$ cat config.mk
export PLATFORM = sky130hd
export DESIGN_NAME = contador_pulsos
export DESIGN_NICKNAME = d
export VERILOG_FILES = /design/src/rtl/contador_pulsos.sv
export SDC_FILE = /design/constraint.sdc
export NUM_CORES = 1
export LEC_CHECK = 0
export CAP_MARGIN = 0
export CORE_MARGIN = 8
export CORE_UTILIZATION = 65
export CTS_BUF_LIST = sky130_fd_sc_hd__clkbuf_4 sky130_fd_sc_hd__clkbuf_8
export DETAILED_ROUTE_END_ITERATION = 7
export DONT_BUFFER_PORTS = 1
export PLACE_DENSITY_LB_ADDON = 0.2
export SLEW_MARGIN = 10
export SYNTH_ARGS = -nofsm -noshare
export SYNTH_HDL_FRONTEND = slang
export SYNTH_SLANG_ARGS = --single-unit
$ cat constraint.sdc
create_clock -name clk -period 5 [get_ports clk]
set_input_delay 0 -clock clk [delete_from_list [all_inputs] [get_ports clk]]
set_output_delay 0 -clock clk [all_outputs]
set_load 0.03 [all_outputs]
$ cat src/rtl/contador_pulsos.sv
// rtl/contador_pulsos.sv - glitch-filtered pulse detector with windowed event counter
module contador_pulsos #(
   parameter int W         = 8,
   parameter int MIN_WIDTH = 3,
   parameter int WINDOW    = 1000
) (
   input  logic         clk,
   input  logic         rst,
   input  logic         enable,
   input  logic         datain,
   output logic         pulse,
   output logic         level,
   output logic [W-1:0] count,
   output logic         count_valid,
   output logic         overflow
);

   localparam int SW = $clog2(MIN_WIDTH + 1);
   localparam int WW = $clog2(WINDOW);
   localparam logic [SW-1:0] STAB_LAST = SW'(MIN_WIDTH - 1);
   localparam logic [WW-1:0] WIN_LAST  = WW'(WINDOW - 1);

   typedef enum logic [1:0] {LOW, RISE_CHK, HIGH, FALL_CHK} state_t;

   state_t        state;
   logic [SW-1:0] stab;
   logic [WW-1:0] wcnt;
   logic [W-1:0]  run;
   logic          run_ovf;

   logic          rise;
   logic          fall;
   logic          sat;
   logic [W-1:0]  run_next;
   logic          ovf_next;

   // A change is accepted on the sample that completes MIN_WIDTH consecutive samples at the new level.
   assign rise = enable && datain &&
                 ((state == LOW && MIN_WIDTH == 1) || (state == RISE_CHK && stab == STAB_LAST));
   assign fall = enable && !datain &&
                 ((state == HIGH && MIN_WIDTH == 1) || (state == FALL_CHK && stab == STAB_LAST));

   assign sat      = &run;
   assign run_next = (rise && !sat) ? run + 1'b1 : run;
   assign ovf_next = run_ovf | (rise & sat);

   always_ff @(posedge clk) begin
      if (rst) begin
         state       <= LOW;
         stab        <= '0;
         wcnt        <= '0;
         run         <= '0;
         run_ovf     <= 1'b0;
         pulse       <= 1'b0;
         level       <= 1'b0;
         count       <= '0;
         count_valid <= 1'b0;
         overflow    <= 1'b0;
      end else begin
         pulse       <= 1'b0;
         count_valid <= 1'b0;
         if (enable) begin
            case (state)
               LOW: begin
                  if (rise) begin
                     state <= HIGH;
                     level <= 1'b1;
                  end else if (datain) begin
                     state <= RISE_CHK;
                     stab  <= SW'(1);
                  end
               end
               RISE_CHK: begin
                  if (!datain) begin
                     state <= LOW;
                     stab  <= '0;
                  end else if (rise) begin
                     state <= HIGH;
                     stab  <= '0;
                     level <= 1'b1;
                  end else begin
                     stab <= stab + 1'b1;
                  end
               end
               HIGH: begin
                  if (fall) begin
                     state <= LOW;
                     level <= 1'b0;
                  end else if (!datain) begin
                     state <= FALL_CHK;
                     stab  <= SW'(1);
                  end
               end
               FALL_CHK: begin
                  if (datain) begin
                     state <= HIGH;
                     stab  <= '0;
                  end else if (fall) begin
                     state <= LOW;
                     stab  <= '0;
                     level <= 1'b0;
                  end else begin
                     stab <= stab + 1'b1;
                  end
               end
               default: state <= LOW;
            endcase

            pulse <= rise;

            // The closing cycle publishes the count including an event accepted on that same edge.
            if (wcnt == WIN_LAST) begin
               count       <= run_next;
               overflow    <= ovf_next;
               count_valid <= 1'b1;
               run         <= '0;
               run_ovf     <= 1'b0;
               wcnt        <= '0;
            end else begin
               run     <= run_next;
               run_ovf <= ovf_next;
               wcnt    <= wcnt + 1'b1;
            end
         end
      end
   end

endmodule

# Yosys cells after proc, flatten, opt, wreduce, memory -nomap -nowiden
# Index checks and enable logic that the tools add are counted.
[word_totals]
output_inout_bits = 12
ff_bits = 35
memories = 0
latch_bits = 0
input_bits = 4
mem_bits_ro = 0
ram_bits = 0
wordCells = 74
[op_classes]
n_mul = 0
eq_ne = 15
muxes = 27
div = 0
reduce_logical = 16
n_lt_le_gt_ge = 0
add_sub_neg = 3
bitwise = 3
shifts = 0
[ops]
columns = ["operator", "n"]
rows = [
  ["2-bit two-way mux", 15],
  ["8-bit two-way mux", 2],
  ["2-bit case mux with 4 select lines", 2],
  ["2-bit != test, second input constant", 6],
  ["3-bit != test, second input constant", 4],
  ["10-bit by 1-bit adder with 10-bit output, second input constant", 1],
  ["10-bit equality test, second input constant", 1],
  ["10-bit two-way mux", 1],
  ["5-bit AND reduction", 2],
  ["8-bit by 1-bit adder with 8-bit output, second input constant", 1],
  ["8-bit AND reduction", 1],
  ["1-bit logical AND", 7],
  ["2-bit equality test, second input constant", 3],
  ["1-bit two-way mux", 6],
  ["1-bit case mux with 4 select lines", 1],
  ["3-bit AND reduction", 1],
  ["2-bit by 1-bit adder with 2-bit output, second input constant", 1],
  ["2-bit by 1-bit equality test with 1-bit output, second input constant", 1],
  ["1-bit logical NOT", 2],
  ["2-bit logical NOT", 1],
  ["2-bit AND reduction", 1],
  ["2-bit OR reduction", 1],
  ["1-bit bitwise AND", 1],
  ["1-bit NOT", 1],
  ["1-bit OR", 1],
]

# Logic depth before layout (Yosys ltp)
# Gate-level depths: netlist of the first run.
[logic_depth]
depth_word = 6
ltp_mapped = 7
mapped_depth_nobuf = 7

# Worst setup path after synthesis of the first run
# Ideal clock, no wire load.
[synth_timing]
kind = "flip-flop to flip-flop"
startpoint = "reg run[0]"
endpoint = "reg run[3]"
synth_period_minus_slack_ps = 1685
arrival_ps = 1606
path_stages_with_launch = 7
slack_ps = 3315
t_required_ps = 4921
cell_sequence = "dfxtp_1 > ha_1 > and4_4 > and2_4 > and3b_1 > or2_1 > a211oi_2"
[synth_via]
elab_chain_len = 5
elab_cells_between_ends = 6
classes_between = "add/sub (1); mux (2); reduce/logical (3)"
[synth_rtl]
columns = ["element", "line", "text"]
rows = [
  ["start: declaration", "28", "logic [W-1:0] run;"],
  ["start signal: assignment", "120", "run <= run_next;"],
  ["parallel branches: the longest is 3 deep, another holds 8-bit by 1-bit adder with 8-bit output", "-", ""],
  ["8-bit two-way mux (*)", "44", "assign run_next = (rise && !sat) ? run + 1'b1 : run;"],
  ["8-bit two-way mux (*)", "112", "if (wcnt == WIN_LAST) begin"],
]
# Mark *: on every way between the ends.
# A chain may end at the register's enable or synchronous reset.

# Worst setup path in the final report of the first run
# Ends and elaborated chain as after synthesis.

==> results.py, run 1 <==
metrics = {
    "route": {
        "wire_per_inst_um": 15.91,
        "drt.antenna.violating_nets": 0,
        "drtIter0Drc": 82,
        "drc": 0,
        "vias": 1404,
        "drt_first_pass_iters": 7,
        "drt-vias-per-instance": 6.104,
        "wirelength_um": 3659,
    },
    "layout": {
        "postLayoutCoreUtil_pct": 73.54,
        "fillCellCount": 195,
        "fin_nets": 206,
        "drive_above_1_share_pct": 12.00,
        "seq_area_um2": 700.7,
        "finalInstanceArea_um2": 1822,
        "areaGrowthSynthToFinish_pct": 7.852,
        "multi_input_area_um2": 938.4,
        "num_antenna_cells": 0,
    },
    "floorplanning": {
        "dieArea_um2": 4486,
        "rows": 18,
        "die_x_um": 66.98,
        "ios": 16,
        "core_um2": 2477,
        "initial_core_util_pct": 68.18,
        "die_y_um": 66.98,
    },
    "hold_path": {
        "holdPathStages": 4,
        "holdCritPathClass": "primary input to register",
    },
    "logic_synthesis": {
        "synth-edff-count": 0,
        "synth.most_common_cell": "dfxtp_1",
        "synth.cell_area_um2": 1689,
        "syn_inst": 193,
        "ys_types": 48,
        "yosysTopAreaCellShare_pct": 41.48,
        "ys.flop_type": "dfxtp_1",
        "synth-async-reset-ratio_pct": 0,
        "ys_warn_count": 0,
        "synth_area_leaders": "dfxtp_1, nand2_1, xor2_1",
        "synth_top_cell_by_area": "dfxtp_1",
        "syn_area_per_cell_um2": 8.752,
        "synth.net_count": 200,
        "ys_seq_area_share_pct": 41.48,
        "synthTopCellsByCount": "dfxtp_1, nand2_1, nor2_1",
        "ys_seq_elements": 35,
    },
    "worst_setup_path": {
        "crit_type": "register to register",
        "end_kind": "register",
        "cp.required_ns": 5.30,
        "arrival_ns": 2.70,
        "crit_path_start_kind": "register",
        "r2r_cells": 7,
        "critPathMaxFanout": 6,
    },
    "global_routing": {
        "grt_max_degree": 21,
        "grt_overflow": 0,
        "antenna_found_initial": 0,
        "grt_pass1_vias": 1283,
        "grt_pass1_wl_um": 5885,
        "grt_use_total_pct": 17.41,
    },
    "cts": {
        "tritoncts": "yes",
        "clkTransAtPathRegs_ns": 0.11,
        "clock-root-buffer": "clkbuf_4",
        "htreeDepth": 2,
        "cts_resized": 0,
        "cts_made_buffers": 5,
        "clock-sinks": 35,
        "insertion_delay_ns": 0.35,
        "clk_path_buf_depth": 2,
    },
    "job": {
        "drv_cap": 0,
    },
    "placed_design": {
        "port_buffers": 0,
        "place_area_um2": 1695,
        "dp_hpwl_um": 2547,
        "finalWeightedCongestion": 0.9163,
    },
    "sta": {
        "skew_ns": 0.01922,
        "max_freq_mhz": 417.5,
        "tightest_slew_ns": 0.7367,
        "setup_viol": 0,
        "min_period_ns": 2.395,
        "finalCritPeriodShare_pct": 47.91,
        "slew-limit-headroom_pct": 50.72,
        "hold_viol": 0,
        "drv_slew": 0,
        "tns_ns": 0,
        "rsz0062_at_grt": "false",
    },
    "power_and_ir_drop": {
        "pwr_density_cell_nw_per_um2": 284.8,
        "power_leakage_nw": 0.6958,
        "peakVddDrop_uv": 277.5,
    },
    "outcome": {
        "status": "finished clean",
    },
}
[flip-flops by register name (all words and copies together), names as in the netlist, named ones only]
register,count
run_ovf,1
overflow,1
level,1
wcnt,10
count,8
stab,2
state,1
run,8
count_valid,1
pulse,1
[cell families (layout without fill, tap and decap cells)]
family	after synthesis	after routing	synth area share, %
buffers and inverters	10	17	2.962
DFF	35	35	41.48
xor gates and xnor gates	14	14	7.259
adders and majority gates	3	3	2.222
muxes	1	1	0.5926
and+or+nand+nor	90	90	31.48
AOI/OAI and AO/OA	40	40	14.00
[layout by cell type (no fill, tap or decap), drive strengths merged, types with 3 or more instances in the layout]
master,n
nor3,5
dfxtp,35
nand4,6
dlygate4sd3,4
nand3,7
xnor2,3
and4,3
ha,3
a21oi,18
nand2,30
and3,5
xor2,11
nor2,19
and2,3
inv,5
o21ai,13
clkbuf,6
[worst paths after layout]
path,startpoint,to,slack [ns]
max,run[0]$_SDFFE_PP0P_,run[3]$_SDFFE_PP0P_,2.60
min,datain,run[5]$_SDFFE_PP0P_,0.05
max reg2reg,run[0]$_SDFFE_PP0P_,run[3]$_SDFFE_PP0P_,2.60
min reg2reg,run_ovf$_SDFFE_PP0P_,run_ovf$_SDFFE_PP0P_,0.47
[repair_timing]
item	CTS	global route
hold buffers	4	0
endpoints found under the hold margin	29	0
buffers inserted	0	0
[report_power, final]
group          internal (W)   total, W  switching (W)
Combinational    0.00000561  0.0000188      0.0000132
Clock              0.000118   0.000216      0.0000976
Sequential         0.000281   0.000284     0.00000314
Total              0.000405   0.000519       0.000114
[critical path, cell delays in order, from the launching register on]
cell and delay, ns:
dfxtp_1 0.44, ha_1 0.31, and4_4 0.28, and2_4 0.16, and3b_1 0.18, or2_1 0.21
a211oi_2 0.20, dlygate4sd3_1 0.57
[routing by layer]
metal,wire length [um],track usage (%),vias to the layer above
met2,1821,29.39,60
li1,-,-,694
met4,74,8.094,0
met1,1414,18.49,642
met5,0,0,-
met3,350,7.047,8
[area by class of cell]
cell class / instances / share of cell area, %
Clock buffer: 6 / 2.816
Timing Repair Buffer: 4 / 2.198
Inverter: 5 / 1.030
Tap cell: 30 / 2.060
Sequential cell: 35 / 38.46
Clock inverter: 2 / 1.923
Multi-Input combinational cell: 148 / 51.51
[metrics by stage]
stage / power, W / instances / hold slack, ns / setup WS (ns)
2_1_floorplan: 0.0003039 / 193 / 0.1360 / 3.315
3_5_place_dp: 0.0003023 / 218 / 0.07251 / 3.181
3_3_place_gp: 0.0003015 / 218 / 0.06868 / 3.267
4_1_cts: 0.0005221 / 230 / 0.02481 / 2.625
5_1_grt: 0.0005378 / 230 / 0.05150 / 2.514
6_report: 0.0005188 / 230 / 0.05092 / 2.605
Note: power is estimated with default switching activity, not from simulation.
==> run 2, diff against run 1 <==
--- a/config.mk
+++ b/config.mk
@@ -5,9 +5,10 @@
 export SDC_FILE = /design/constraint.sdc
 export NUM_CORES = 1
 export LEC_CHECK = 0
+export ABC_AREA = 1
 export CAP_MARGIN = 0
 export CORE_MARGIN = 8
-export CORE_UTILIZATION = 65
+export CORE_UTILIZATION = 58
 export CTS_BUF_LIST = sky130_fd_sc_hd__clkbuf_4 sky130_fd_sc_hd__clkbuf_8
 export DETAILED_ROUTE_END_ITERATION = 7
 export DONT_BUFFER_PORTS = 1
==> constraint.sdc (replaced) <==
create_clock -name clk -period 2.2 [get_ports clk]
set_input_delay 0 -clock clk [delete_from_list [all_inputs] [get_ports clk]]
set_output_delay 0 -clock clk [all_outputs]
set_load 0.03 [all_outputs]
==> run 2 against run 1 <==
Sequential power increased by 130%. Maximum frequency increased by 32%. Cell area increased by 0.89%. Global-route usage decreased by 3.0 points. Clock power increased by 130%. Worst setup slack got worse by 2.2 ns. Cell count increased by 20%. Via count increased by 2.1%. Core utilization decreased by 5.7 points. Synthesized cell count increased by 19%. Largest cell class unchanged.
==> results.py, run 2 <==
metrics = {
    "cts": {
        "clk_path_buf_depth": 2,
        "clock-sinks": 35,
        "htreeDepth": 2,
        "cts_made_buffers": 5,
        "tritoncts": "yes",
        "clock-root-buffer": "clkbuf_4",
        "clkTransAtPathRegs_ns": 0.11,
        "insertion_delay_ns": 0.34,
    },
    "layout": {
        "areaGrowthSynthToFinish_pct": 12.39,
        "largest_register": "wcnt",
        "postLayoutCoreUtil_pct": 67.82,
        "finalInstanceArea_um2": 1838,
        "fillCellCount": 252,
        "multi_input_area_um2": 844.6,
        "reg_top3": "wcnt x10, count x8, run x8",
        "most-common-layout-cells": "nand2_1, dfxtp_1, nor2_1",
        "final_common_cell": "nand2_1",
        "fin_nets": 251,
        "seq_area_um2": 705.7,
        "largest_reg_flops": 10,
        "num_antenna_cells": 0,
        "drive_above_1_share_pct": 13.88,
    },
    "logic_synthesis": {
        "synth_top_cell_by_area": "dfxtp_1",
        "synthXorXnorAreaFrac_pct": 3.749,
        "synth-edff-count": 0,
        "ys_seq_elements": 35,
        "synth-adder-area-share_pct": 2.295,
        "ys_warn_count": 0,
        "synth.net_count": 237,
        "synth-simple-area-share_pct": 34.81,
        "synth_area_leaders": "dfxtp_1, nand2_1, nor2_1",
        "synth-async-reset-ratio_pct": 0,
        "synthTopCellsByCount": "nand2_1, dfxtp_1, nor2_1",
        "synth_compound_area_share_pct": 10.18,
        "syn_inst": 230,
        "yosysTopAreaCellShare_pct": 42.85,
        "ys_seq_area_share_pct": 42.85,
        "syn_area_per_cell_um2": 7.110,
        "muxShareOfSynthArea_pct": 0,
        "synth.most_common_cell": "nand2_1",
        "synth.cell_area_um2": 1635,
        "synth_top_family_by_area": "simple AND/OR/NAND/NOR gates",
        "ys.flop_type": "dfxtp_1",
        "ys_types": 30,
    },
    "floorplanning": {
        "die_x_um": 69.10,
        "rows": 19,
        "initial_core_util_pct": 60.34,
        "ios": 16,
        "dieArea_um2": 4775,
        "core_um2": 2710,
        "die_y_um": 69.10,
    },
    "global_routing": {
        "grt_pass1_vias": 1295,
        "grt_pass1_wl_um": 5754,
        "grt_max_degree": 16,
        "antenna_found_initial": 0,
        "grt_overflow": 0,
        "grt_use_total_pct": 14.41,
    },
    "sta": {
        "hold_viol": 0,
        "tightest_slew_ns": 0.7304,
        "tns_ns": 0,
        "rsz0062_at_grt": "false",
        "setup_viol": 0,
        "slew-limit-headroom_pct": 51.15,
        "min_period_ns": 1.810,
        "max_freq_mhz": 552.5,
        "finalCritPeriodShare_pct": 82.27,
        "drv_slew": 0,
        "skew_ns": 0.008161,
    },
    "power_and_ir_drop": {
        "pwr_density_cell_nw_per_um2": 647.8,
        "report.power.total_w": 0.001191,
        "combPwrFrac_pct": 4.3,
        "p_sw_share_pct": 22.45,
        "peakVddDrop_uv": 613.0,
        "p_int_w": 0.0009234,
        "p_sw_w": 0.0002674,
        "power_leakage_nw": 0.7405,
        "seqPwrFrac_pct": 54.2,
        "p_clk_share_pct": 41.4,
    },
    "worst_setup_path": {
        "cpMaxStageDelayCell": "dfxtp_1",
        "critPathMaxFanout": 6,
        "cp_common_cell": "buf_4",
        "crit_type": "register to register",
        "crit_path_start_kind": "register",
        "r2r_cells": 10,
        "reg2reg_to": "run[2]$_SDFFE_PP0P_",
        "cp.required_ns": 2.48,
        "arrival_ns": 2.09,
        "crit_chain": "inv_1, ha_1, nand3_2, nor2_4, nand2_4, buf_4, buf_4, o21ai_1, nand2_1, a21oi_2",
        "cpPeakStageDelay_ns": 0.32,
        "end_kind": "register",
        "r2r_start": "stab[0]$_SDFFE_PP0P_",
        "r2r_slack_ns": 0.39,
    },
    "route": {
        "drt.antenna.violating_nets": 0,
        "drt_first_pass_iters": 4,
        "drtIter0Drc": 91,
        "drt-met1-wl_um": 1670,
        "wire_per_inst_um": 12.51,
        "wirelength_um": 3453,
        "vias": 1433,
        "wl_met3_um": 294,
        "wl_met2_um": 1465,
        "maxUsedRoutingLayer": "met4",
        "drt-vias-per-instance": 5.192,
        "drc": 0,
    },
    "hold_path": {
        "holdPathStages": 3,
        "holdCritStartpoint": "enable",
        "hold_path_end": "wcnt[0]$_SDFFE_PP0P_",
        "holdCritPathClass": "primary input to register",
    },
    "placed_design": {
        "dp_hpwl_um": 2243,
        "finalWeightedCongestion": 0.8034,
        "place_area_um2": 1654,
        "port_buffers": 0,
    },
    "outcome": {
        "status": "finished clean",
    },
    "job": {
        "drv_cap": 0,
    },
}
run 2: cell count changes in the layout (fill, tap and decap cells not counted), moves of 3 or more:
cell / delta
o21ai_1: -4
inv_1: +12
and3_1: -4
xor2_1: -7
nand4_1: -3
nand3_1: +9
buf_4: +7
a21oi_1: -7
nand2_1: +55
nor2_1: +4
a21oi_2: +4
run 2: worst max-delay path by stage:
stage,startpoint,endpoint,slack [ns],depth (start not counted)
6_report,stab[0]$_SDFFE_PP0P_,run[2]$_SDFFE_PP0P_,0.39,10
5_1_grt,wcnt[0]$_SDFFE_PP0P_,wcnt[7]$_SDFFE_PP0P_,0.25,8
4_1_cts,run[0]$_SDFFE_PP0P_,run[1]$_SDFFE_PP0P_,0.02,11
3_5_place_dp,wcnt[0]$_SDFFE_PP0P_,wcnt[7]$_SDFFE_PP0P_,0.45,8
3_3_place_gp,wcnt[0]$_SDFFE_PP0P_,wcnt[6]$_SDFFE_PP0P_,0.49,8
2_1_floorplan,run[0]$_SDFFE_PP0P_,run[5]$_SDFFE_PP0P_,0.81,10
run 2: metal layers:
| metal | up-vias | global-route usage (%) |
|---|---|---|
| met4 | 0 | 6.150 |
| met1 | 632 | 17.86 |
| met3 | 4 | 6.724 |
| met2 | 36 | 20.70 |
| met5 | - | 0 |
| li1 | 761 | - |
run 2: what timing repair did:
| action | in CTS | in global routing |
|---|---|---|
| endpoints found under the setup margin | 0 | 1 |
| setup buffers | 0 | 7 |
| resized for setup | 0 | 6 |
| hold buffers | 4 | 0 |
| hold endpoints to repair | 28 | 0 |
run 2: through the flow:
step / setup WS (ns) / hold WS, ns / std cells
after floorplan: 0.8063 / 0.06907 / 230
after global placement: 0.4868 / 0.06709 / 258
after detailed placement: 0.4534 / 0.06825 / 258
after CTS: 0.02262 / 0.05654 / 270
after global routing: 0.2462 / 0.06786 / 276
final: 0.3901 / 0.06632 / 276
run 2: final cells by class:
| class | count | area share, % |
|---|---|---|
| Multi-Input combinational cell | 171 | 45.95 |
| Inverter | 21 | 4.357 |
| Clock buffer | 6 | 2.791 |
| Timing Repair Buffer | 10 | 4.493 |
| Sequential cell | 35 | 38.39 |
| Tap cell | 31 | 2.110 |
| Clock inverter | 2 | 1.906 |
run 2: kinds of logic after synthesis:
| logic type | Yosys count |
|---|---|
| flops | 35 |
| xor+xnor | 7 |
| fa+ha+maj | 3 |
| buf+inv | 24 |
| compound gates | 27 |
| simple gates | 134 |
run 2: critical path: cells and delay by family, from the launching register on:
family | cells | cell delay (ns)
AND/OR/NAND/NOR | 4 | 0.53
buffers and inverters | 3 | 0.36
AO/OA/AOI/OAI | 2 | 0.34
flip-flops | 1 | 0.32
adder cells (fa/ha/maj) | 1 | 0.20
run 2: power by group through the flow:
stage	registers [W]	logic, W	clock network, W
after global routing	0.000647	0.0000575	0.000524
after floorplan	0.000660	0.0000385	0
final	0.000646	0.0000513	0.000494
after detailed placement	0.000662	0.0000381	0
after global placement	0.000661	0.0000375	0
after CTS	0.000647	0.0000510	0.000493
==> run 3, diff against run 2 <==
--- a/config.mk
+++ b/config.mk
@@ -8,7 +8,7 @@
 export ABC_AREA = 1
 export CAP_MARGIN = 0
 export CORE_MARGIN = 8
-export CORE_UTILIZATION = 58
+export CORE_UTILIZATION = 65
 export CTS_BUF_LIST = sky130_fd_sc_hd__clkbuf_4 sky130_fd_sc_hd__clkbuf_8
 export DETAILED_ROUTE_END_ITERATION = 7
 export DONT_BUFFER_PORTS = 1
==> constraint.sdc (replaced) <==
create_clock -name clk -period 1.9 [get_ports clk]
set_input_delay 0 -clock clk [delete_from_list [all_inputs] [get_ports clk]]
set_output_delay 0 -clock clk [all_outputs]
set_load 0.03 [all_outputs]
==> run 3 against run 2 <==
Sequential share of layout area grew 0.82 points. Sequential power rose by 16%. Cell count is 2.2% lower. Clock power rose by 12%. Global-route usage increased by 2.8 points. Non-clock buffer count is 5 lower. Power grew 15%. Maximum frequency grew 10%. Flip-flop and latch count did not move. Critical endpoint is now run[0]$_SDFFE_PP0P_. Highest routed layer unchanged.
==> results.py, run 3 (synthesized netlist as in run 2, its figures left out) <==
metrics = {
    "sta": {
        "max_freq_mhz": 610.5,
        "min_period_ns": 1.638,
        "rsz0062_at_grt": "false",
        "drv_slew": 0,
        "slew-limit-headroom_pct": 56.15,
        "skew_ns": 0.01070,
        "layout_setup_ws_ns": 0.2621,
        "tns_ns": 0,
        "finalCritPeriodShare_pct": 86.21,
        "tightest_slew_ns": 0.6556,
        "hold_viol": 0,
        "setup_viol": 0,
    },
    "hold_path": {
        "holdCritStartpoint": "enable",
        "holdCritPathClass": "primary input to register",
    },
    "power_and_ir_drop": {
        "p_int_w": 0.001073,
        "report.power.total_w": 0.001368,
        "p_sw_w": 0.0002943,
        "p_clk_share_pct": 40.5,
        "p_sw_share_pct": 21.52,
        "peakVddDrop_uv": 631.0,
        "power_leakage_nw": 0.7174,
        "seqPwrFrac_pct": 54.9,
        "pwr_density_cell_nw_per_um2": 765.4,
        "combPwrFrac_pct": 4.7,
    },
    "layout": {
        "drive_above_1_share_pct": 10.00,
        "reg_top3": "wcnt x10, count x8, run x8",
        "areaGrowthSynthToFinish_pct": 9.258,
        "largest_register": "wcnt",
        "fillCellCount": 229,
        "largest_reg_flops": 10,
        "seq_area_um2": 700.7,
        "fin_nets": 246,
        "final_common_cell": "nand2_1",
        "postLayoutCoreUtil_pct": 73.46,
        "most-common-layout-cells": "nand2_1, dfxtp_1, nor2_1",
        "multi_input_area_um2": 834.6,
        "num_antenna_cells": 0,
    },
    "worst_setup_path": {
        "end_kind": "register",
        "crit_path_start_kind": "register",
        "cp.required_ns": 2.10,
        "crit_start": "run[0]$_SDFFE_PP0P_",
        "r2r_start": "run[0]$_SDFFE_PP0P_",
        "r2r_slack_ns": 0.26,
        "critPathMaxFanout": 8,
        "crit_type": "register to register",
        "arrival_ns": 1.84,
    },
    "floorplanning": {
        "core_um2": 2432,
        "ios": 16,
        "die_x_um": 66.16,
        "initial_core_util_pct": 67.23,
        "die_y_um": 66.16,
        "dieArea_um2": 4377,
        "rows": 18,
    },
    "cts": {
        "tritoncts": "yes",
        "htreeDepth": 2,
        "clock-root-buffer": "clkbuf_4",
        "clkTransAtPathRegs_ns": 0.11,
        "insertion_delay_ns": 0.33,
        "cts_made_buffers": 5,
        "clk_path_buf_depth": 2,
        "clock-sinks": 35,
        "post_cts_buffers": 0,
    },
    "global_routing": {
        "antenna_found_initial": 0,
        "grt_overflow": 0,
        "grt_max_degree": 15,
        "grt_pass1_wl_um": 5968,
        "grt_pass1_vias": 1432,
        "grt_use_total_pct": 17.16,
    },
    "route": {
        "vias": 1456,
        "drtIter0Drc": 76,
        "wire_per_inst_um": 13.09,
        "drt_first_pass_iters": 4,
        "drt.antenna.violating_nets": 0,
        "drc": 0,
        "wirelength_um": 3535,
        "drt-vias-per-instance": 5.393,
    },
    "placed_design": {
        "finalWeightedCongestion": 0.8582,
        "dp_hpwl_um": 2535,
        "port_buffers": 0,
        "pre_cts_ws_ns": 0.3458,
    },
    "outcome": {
        "status": "finished clean",
    },
    "job": {
        "drv_cap": 0,
    },
}
run 3: final timing paths:
check                                            end  cells after the start
worst min-delay path            wcnt[0]$_SDFFE_PP0P_                      3
worst max register to register   run[0]$_SDFFE_PP0P_                     10
worst max-delay path             run[0]$_SDFFE_PP0P_                     10
worst min register to register  stab[1]$_SDFFE_PP0P_                      2
run 3: stage by stage:
step                      instance area, um^2  std cells  hold WS [ns]
after floorplan                          1635        230       0.06907
after detailed placement                 1660        258       0.06780
final                                    1787        270       0.04519
after global routing                     1787        270       0.08338
after CTS                                1787        270       0.03962
after global placement                   1660        258       0.06685
run 3: power by group through the flow:
stage / clock network [W] / logic (W) / registers, W
floorplan: 0 / 0.0000445 / 0.000765
global placement: 0 / 0.0000438 / 0.000765
detailed placement: 0 / 0.0000468 / 0.000767
CTS: 0.000558 / 0.0000634 / 0.000750
global route: 0.000594 / 0.0000716 / 0.000751
finish: 0.000553 / 0.0000639 / 0.000750
run 3: timing repair:
item                       in CTS  in global routing
hold endpoints to repair       20                  0
gates resized for setup         0                  0
hold buffers                    4                  0
setup endpoints to repair       0                  0
run 3: cell type report:
cell class	instances	share of cell area, %
Timing Repair Buffer	5	2.661
Tap cell	30	2.101
Multi-Input combinational cell	171	46.71
Clock buffer	6	2.871
Inverter	21	4.482
Clock inverter	2	1.961
Sequential cell	35	39.22
run 3: layer usage:
| layer | GRT usage (%) | share of wire (%) | up-vias |
|---|---|---|---|
| met1 | 19.01 | 44 | 658 |
| met4 | 5.600 | 1.4 | 0 |
| li1 | - | - | 754 |
| met2 | 30.16 | 48 | 36 |
| met3 | 5.424 | 6.3 | 8 |
| met5 | 0 | 0 | - |
run 3: critical path, stage by stage (launching register included):
cell	delay, ns
dfxtp_1	0.40
ha_1	0.21
nand2_1	0.10
nor2_2	0.17
nand2_2	0.11
nand2_4	0.12
clkinv_2	0.09
nand2_1	0.07
nand2_1	0.08
nand2_1	0.09
a21oi_2	0.06
